===== config.mk =====
export PLATFORM = sky130hd
export DESIGN_NAME = dff_pipe
export DESIGN_NICKNAME = d
export VERILOG_FILES = /design/src/rtl/dff_pipe_pkg.sv /design/src/rtl/dff_pipe_stage.sv /design/src/rtl/dff_pipe.sv
export SDC_FILE = /design/constraint.sdc
export NUM_CORES = 1
export LEC_CHECK = 0
export ABC_AREA = 1
export BUFFER_PORTS_ARGS = -buffer_cell sky130_fd_sc_hd__buf_2
export CORE_UTILIZATION = 45
export DETAILED_ROUTE_END_ITERATION = 8
export HOLD_SLACK_MARGIN = 0.08
export PLACE_DENSITY = 0.77
export SLEW_MARGIN = 20
export SYNTH_ARGS = -nofsm -noshare
export SYNTH_HDL_FRONTEND = slang
export SYNTH_SLANG_ARGS = --single-unit

===== constraint.sdc =====
create_clock -name clk -period 4.15 [get_ports clk]
set_input_delay 0.415 -clock clk [delete_from_list [all_inputs] [get_ports clk]]
set_output_delay 0.415 -clock clk [all_outputs]
set_load 0.1 [all_outputs]

===== src/rtl/dff_pipe_pkg.sv =====
// dff_pipe_pkg: shared helpers for the dff_pipe elastic pipeline.
// Holds the count-width derivation and the data reset value.
package dff_pipe_pkg;

  localparam logic DATA_RST_BIT = 1'b0;

  function automatic int cnt_width(int depth);
    return $clog2(depth + 1);
  endfunction

endpackage


===== src/rtl/dff_pipe_stage.sv =====
// dff_pipe_stage: one valid/data register of the elastic pipeline.
// Clear drops the valid bit only; the data bits are kept.
module dff_pipe_stage
  import dff_pipe_pkg::*;
#(
  parameter int WIDTH = 8
) (
  input  logic             clk,
  input  logic             rst,
  input  logic             i_clr,
  input  logic             i_load,
  input  logic             i_vld,
  input  logic [WIDTH-1:0] i_data,
  output logic             o_vld,
  output logic [WIDTH-1:0] o_data
);

  logic             r_vld;
  logic [WIDTH-1:0] r_data;

  // Capture the upstream word when loading, drop valid on clear
  always_ff @(posedge clk or posedge rst) begin
    if (rst) begin
      r_vld  <= 1'b0;
      r_data <= {WIDTH{DATA_RST_BIT}};
    end else if (i_clr) begin
      r_vld  <= 1'b0;
    end else if (i_load) begin
      r_vld  <= i_vld;
      r_data <= i_data;
    end
  end

  assign o_vld  = r_vld;
  assign o_data = r_data;

endmodule


===== src/rtl/dff_pipe.sv =====
// dff_pipe: WIDTH-bit, DEPTH-stage elastic register pipeline.
// Optional synchronous flush port clr with DFF_PIPE_CLR_EN.
module dff_pipe
  import dff_pipe_pkg::*;
#(
  parameter int WIDTH = 8,
  parameter int DEPTH = 4,
  parameter int CNT_W = cnt_width(DEPTH)
) (
  input  logic             clk,
  input  logic             rst,
`ifdef DFF_PIPE_CLR_EN
  input  logic             clr,
`endif
  input  logic [WIDTH-1:0] din,
  input  logic             din_valid,
  output logic             din_ready,
  output logic [WIDTH-1:0] q,
  output logic [WIDTH-1:0] q_bar,
  output logic             q_valid,
  input  logic             q_ready,
  output logic [CNT_W-1:0] count
);

  logic [DEPTH-1:0] w_vld;
  logic [WIDTH-1:0] w_data [DEPTH];
  logic [DEPTH-1:0] w_rdy;
  logic             w_clr;
  logic             w_acc;
  logic             w_pop;
  logic [CNT_W-1:0] r_count;

`ifdef DFF_PIPE_CLR_EN
  assign w_clr = clr;
`else
  assign w_clr = 1'b0;
`endif

  // A stage may load if it or any stage after it is free,
  // or if the consumer is taking the last word
  always_comb begin
    logic w_free;
    w_rdy  = '0;
    w_free = q_ready;
    for (int i = DEPTH - 1; i >= 0; i--) begin
      w_free   = w_free || !w_vld[i];
      w_rdy[i] = w_free;
    end
  end

  assign din_ready = w_rdy[0] && !w_clr;
  assign q_valid   = w_vld[DEPTH-1] && !w_clr;
  assign q         = w_data[DEPTH-1];
  assign q_bar     = ~w_data[DEPTH-1];
  assign w_acc     = din_valid && din_ready;
  assign w_pop     = q_valid && q_ready;

  for (genvar gi = 0; gi < DEPTH; gi++) begin : g_stage
    logic             w_src_vld;
    logic [WIDTH-1:0] w_src_data;

    if (gi == 0) begin : g_head
      assign w_src_vld  = din_valid;
      assign w_src_data = din;
    end else begin : g_body
      assign w_src_vld  = w_vld[gi-1];
      assign w_src_data = w_data[gi-1];
    end

    dff_pipe_stage #(
      .WIDTH (WIDTH)
    ) u_stage (
      .clk    (clk),
      .rst    (rst),
      .i_clr  (w_clr),
      .i_load (w_rdy[gi]),
      .i_vld  (w_src_vld),
      .i_data (w_src_data),
      .o_vld  (w_vld[gi]),
      .o_data (w_data[gi])
    );
  end

  // Occupancy tracks accepts minus pops; flush empties it
  always_ff @(posedge clk or posedge rst) begin
    if (rst) begin
      r_count <= '0;
    end else if (w_clr) begin
      r_count <= '0;
    end else if (w_acc && !w_pop) begin
      r_count <= r_count + CNT_W'(1);
    end else if (!w_acc && w_pop) begin
      r_count <= r_count - CNT_W'(1);
    end
  end

  assign count = r_count;

endmodule


; ---- After elaboration in Yosys (flattened, before gate mapping)
; Index checks and enable logic that the tools add are counted.
[word_totals]
mem_bits_rw = 0
word_cells = 29
out_inout_bits = 21
ff_bits = 39
mem_bits_ro = 0
mem_count = 0
latchBits = 0
in_bits = 12
[op_classes]
bitwise = 1
n_addsub = 2
muxes = 2
n_lt_le_gt_ge = 0
eq_ne = 0
n_reduce_logical = 15
mul = 0
n_shift = 0
div_mod_pow = 0
[op_table]
columns = operator, n
row1 = $not 8->8, 1
row2 = $logic_not 1->1, 6
row3 = $mux 3, 2
row4 = $logic_and 1x1->1, 4
row5 = $logic_or 1x1->1, 4
row6 = $add 3x1->3 const B, 1
row7 = $sub 3x1->3 const B, 1
row8 = $reduce_bool 2->1, 1

; ---- Logic depth before layout (Yosys ltp)
[depth]
ltp_word = 10
depth_mapped = 13
ltp_nobuf = 12

; ---- By module
; From an unflattened synthesis, not the netlist that was laid out.
[unflattened]
cells_unflattened = 205
hier_area_um2 = 1714.1
[by_module_without_submodules]
columns = mod, cells_per_inst, area_per_inst_um2, instances, seq_area_each_um2
row1 = dff_pipe_stage, 41, 362.8, 4, 225.2
row2 = dff_pipe, 41, 262.8, 1, 75.1

; ---- Worst setup path before layout
; OpenSTA, ideal clock, no wires.
[synth_timing]
path_kind = reg2reg
start = register g_stage[3].u_stage.r_vld
end = register r_count[1] (netlist: count[1])
t_required_ps = 4030
path_stages_with_launch = 10
setup_ps = 120
arrival_ps = 2352
n_path_buf = 1
setup_slack_ps = 1678
synth_period_minus_slack_ps = 2472
path_cell_list = dfrtp_1 -> nand3_2 -> nor2_2 -> buf_4 -> a21oi_1 -> ha_1 -> inv_1 -> fa_1 -> nand2_1 -> nand2_1
[synth_via]
elab_chain_cells = 9
word_cells_on_any_way = 13
classes_between = 1 x mux / 12 x reduce/logical
[synth_rtl]
columns = item, line
row1 = from (decl), dff_pipe_stage.sv:18  ; logic r_vld;
row2 = from (signal assigned), dff_pipe_stage.sv:29  ; r_vld <= i_vld;
row3 = $logic_not 1->1, dff_pipe.sv:46  ; w_free = w_free || !w_vld[i];
row4 = $logic_or 1x1->1 (4 in series), dff_pipe.sv:46
row5 = $logic_and 1x1->1, dff_pipe.sv:55  ; assign w_acc = din_valid && din_ready;
row6 = $logic_not 1->1, dff_pipe.sv:92  ; end else if (!w_acc && w_pop) begin
row7 = $logic_and 1x1->1, dff_pipe.sv:92
row8 = $reduce_bool 2->1 (no line), n/a
row9 = to (signal assigned), dff_pipe.sv:91  ; r_count <= r_count + CNT_W'(1);
row10 = to (signal assigned), dff_pipe.sv:93  ; r_count <= r_count - CNT_W'(1);
row11 = to (decl), dff_pipe.sv:31  ; logic [CNT_W-1:0] r_count;
; Several ways; a longest one is shown, not always the timed one.
; A chain may end at the register's enable or synchronous reset.

; ---- Worst setup path after layout
[layout_timing]
start = register g_stage[2].u_stage.r_vld
end = register r_count[1] (netlist: count[1])
[layout_via]
elab_chain_cells = 8
word_cells_on_any_way = 10
classes_between = 1 x mux / 9 x reduce/logical
[layout_rtl]
columns = item, line
row1 = from (decl), dff_pipe_stage.sv:18
row2 = from (signal assigned), dff_pipe_stage.sv:29
row3 = $logic_not 1->1 (*), dff_pipe.sv:46
row4 = $logic_or 1x1->1 (*) (3 in series), dff_pipe.sv:46
row5 = $logic_and 1x1->1 (*), dff_pipe.sv:55
row6 = $logic_not 1->1, dff_pipe.sv:92
row7 = $logic_and 1x1->1, dff_pipe.sv:92
row8 = $reduce_bool 2->1 (no line), n/a
; Mark *: on every way between the ends. The rest lies on a longest branch, timed or not.

==> impl_metrics.yaml <==
global_route:
  grt_pass1_wl_microns: 4370
  gr_ovfl_total: 0
  grt_pass1_vias: 1009
  grt_antenna_before_repair: 0
  grt_use_total: 0.162
  grt_start_max_net_pins: 40
yosys:
  synthDominantCellAreaShare: 0.605
  synthAdderAreaFrac: 0.0202
  synth_xor_xnor_area_share: 0.00543
  synth-edff-count: 0
  post_synth_main_area_contributors: "sky130_fd_sc_hd__dfrtp_1 (60%), sky130_fd_sc_hd__nand2_1 (13%), sky130_fd_sc_hd__inv_1 (5.3%)"
  synth.distinct_cells: 20
  share_of_synthesized_flip_flops_with_an_asynchronous_set_or_reset: 1.00
  netlist_top_cells_count: "sky130_fd_sc_hd__nand2_1 (55), sky130_fd_sc_hd__dfrtp_1 (39), sky130_fd_sc_hd__inv_1 (23), sky130_fd_sc_hd__o21ai_0 (15), sky130_fd_sc_hd__nand3_1 (9)"
  synth-seq-area-share: 0.605
  syn_avg_cell_area_sq_um: 9.66
  synth-simple-area-share: 0.198
  post_synth_instance_area_sq_um: 1610
  netlist.top_cell.by_area: "sky130_fd_sc_hd__dfrtp_1"
  synthMuxAreaShare: 0
  synthMostInstantiatedCell: "sky130_fd_sc_hd__nand2_1"
  syn-instance-count: 167
  synth-seq-cells: 39
  area_fraction_in_compound_gates_after_synthesis: 0.0876
  yosys_warnings: 0
  dominant_combinational_cell_family_by_area_after_synthesis: "simple AND/OR/NAND/NOR gates"
  synthesized_netlist_net_count: 181
  postSynth.topFlopCell: "sky130_fd_sc_hd__dfrtp_1"
power:
  switching_share_of_total_power: 0.511
  switching_power_uw: 685
  powerDensity_nw_per_um2: 717
  vdd_drop_max_v: 0.000394
  p_int_uw: 654
  seq_power_share: 0.378
  power.share.combinational: 0.463
  p_leak_nw: 0.997
  p_clk_frac: 0.159
layout:
  area.growth.synth_to_final_pct: 15.7
  nNetsFinal: 216
  multiInputGateArea_sq_um: 503
  layout-drive-gt1-share: 0.276
  finish.instance_area_sq_um: 1870
  antenna_cells_inserted: 0
  final_core_utilization: 0.551
  final.fill_count: 318
  sequential_cell_area_sq_um: 976
die:
  core_area_sq_um: 3390
  floorplan.io_pins: 33
  starting_density_of_the_core: 0.476
  fp.dieArea_sq_um: 3830
  die_width_microns: 61.9
  floorplan.rows: 21
  die-height_microns: 61.9
setup_path:
  worstPathBufferInverterCount: 1
  critical_path.most_common_cell: "sky130_fd_sc_hd__nand2_1"
  cp.required_ns: 4.38
  critical_path_class: "reg2reg"
  critical-path-top-delay-family: "adder cells"
  crit_path_max_incr_delay_ns: 0.44
  critical_path.cell_chain: "nand3_2 -> nor2_2 -> a21oi_1 -> ha_1 -> inv_1 -> fa_1 -> nand2_1 -> nand2_1"
  crit_path_start_kind: "flop"
  ff2ff_setup_slack_ns: 2.15
  crit_fanout: 11
  worst-endpoint-arrival_ns: 2.23
  critPathCaptureType: "flop"
  worst_path_max_delay_cell: "sky130_fd_sc_hd__dfrtp_1"
hold_path:
  hold_path.class: "in2async"
timing:
  hold_viol_final: 0
  report.final.slew_viol_count: 0
  rsz0062_at_grt: "false"
  clock_skew_ns: 0.00764
  timing.slew.headroom: 0.678
  report.final.setup_viol: 0
  max_freq_ghz: 0.499
  max_slew.worst_pin.slew_ns: 0.486
  setup_total_negative_slack_ns: 0
  period_utilisation_layout: 0.483
  final.min_clock_period_ns: 2.00
drt:
  postRouteWirelength_microns: 2510
  detail_route.iter0.violations: 60
  vias_per_cell: 4.43
  remaining_drc_errors: 0
  routedWlPerCell_microns: 10.1
  vias: 1103
  antenna_left: 0
  detail_route.first_pass.iterations: 4
flow_run:
  max_cap_viol_count: 0
clock_network:
  cts_htree_levels: 2
  cts_tree: "done"
  number_of_clock_sinks_seen_by_cts: 39
  post_cts_setup_inserts: 0
  holdBufCountCts: 0
  clk_path_buf_depth: 2
  clk-insertion-delay-late_ns: 0.33
  post_cts_resized: 0
  clk_pin_slew_worst_paths_ns: 0.11
  tritoncts.num_buffers: 5
  clock-root-buffer: "sky130_fd_sc_hd__clkbuf_4"
status:
  run_status: "completed"
placed_design:
  gpl.final_weighted_congestion: 0.769
  numPortBuffers: 32
  detailed_placement_wirelength_estimate_microns: 1790
  dpl-instance-area_sq_um: 1800
==> stage by stage <==
stage                     setup WS (ns)  cells  total power, mW  hold slack (ns)
final                              2.15    249             1.34            0.171
after global routing               1.98    249             1.43            0.208
after CTS                          2.12    249             1.35            0.176
after detailed placement           1.97    241             1.14            0.465
after global placement             2.03    241             1.12            0.454
after floorplan                    1.68    167             1.05            0.442
==> logic make-up after synthesis <==
family                   after synthesis
adder cells (fa/ha/maj)                2
XOR/XNOR                               1
AND/OR/NAND/NOR                       72
buffers and inverters                 30
flip-flops                            39
AO/OA/AOI/OAI                         23
==> sequential cells by signal (all words and copies together) (netlist names) <==
register / cells
g_stage.u_stage.o_data: 32
g_stage.u_stage.o_vld: 4
count: 3
==> worst reg2reg max path, cell delays in order (launching register included) <==
cell	delay, ns
sky130_fd_sc_hd__dfrtp_1	0.44
sky130_fd_sc_hd__nand3_2	0.14
sky130_fd_sc_hd__nor2_2	0.35
sky130_fd_sc_hd__a21oi_1	0.12
sky130_fd_sc_hd__ha_1	0.23
sky130_fd_sc_hd__inv_1	0.09
sky130_fd_sc_hd__fa_1	0.41
sky130_fd_sc_hd__nand2_1	0.08
sky130_fd_sc_hd__nand2_1	0.04
==> power groups by stage <==
stage	clock network, mW	registers (mW)	logic, mW
2_1_floorplan	0	0.759	0.288
3_5_place_dp	0	0.514	0.624
6_report	0.213	0.506	0.620
5_1_grt	0.242	0.520	0.667
3_3_place_gp	0	0.510	0.614
4_1_cts	0.223	0.507	0.624
==> cells in the final DEF, fill, tap and decap left out, drive strengths merged <==
cell type and count:
inv 25, nand3 11, nor2 2, dfrtp 39
ha 1, nand4 2, fa 1, clkbuf 8
or2 2, o21ai 22, a21oi 1, xnor2 1
buf 33, nand2 55
==> final timing paths <==
kind | cells after the start | to | from
max | 8 | count[1] | g_stage[2].u_stage.o_vld
min | 3 | g_stage[3].u_stage.o_data[7] | rst
max reg2reg | 8 | count[1] | g_stage[2].u_stage.o_vld
min reg2reg | 2 | g_stage[1].u_stage.o_data[2] | g_stage[0].u_stage.o_data[2]
max in group asynchronous | 3 | g_stage[1].u_stage.o_data[1] | rst
min in group clk | 3 | g_stage[0].u_stage.o_data[6] | din[6]
==> cell type report <==
type                            count  share of cell area
Timing Repair Buffer               33              0.0898
Clock buffer                        8              0.0369
Tap cell                           46              0.0308
Inverter                           25              0.0503
Sequential cell                    39               0.523
Multi-Input combinational cell     98               0.269
==> layer usage <==
metal,global-route usage,vias to the layer above,wire [microns]
met3,0.0683,4,131
met4,0.0476,0,22
li1,-,582,-
met1,0.201,482,1240
met2,0.260,35,1110
met5,0,-,0
No activity file was read; power rests on OpenSTA's default activity.
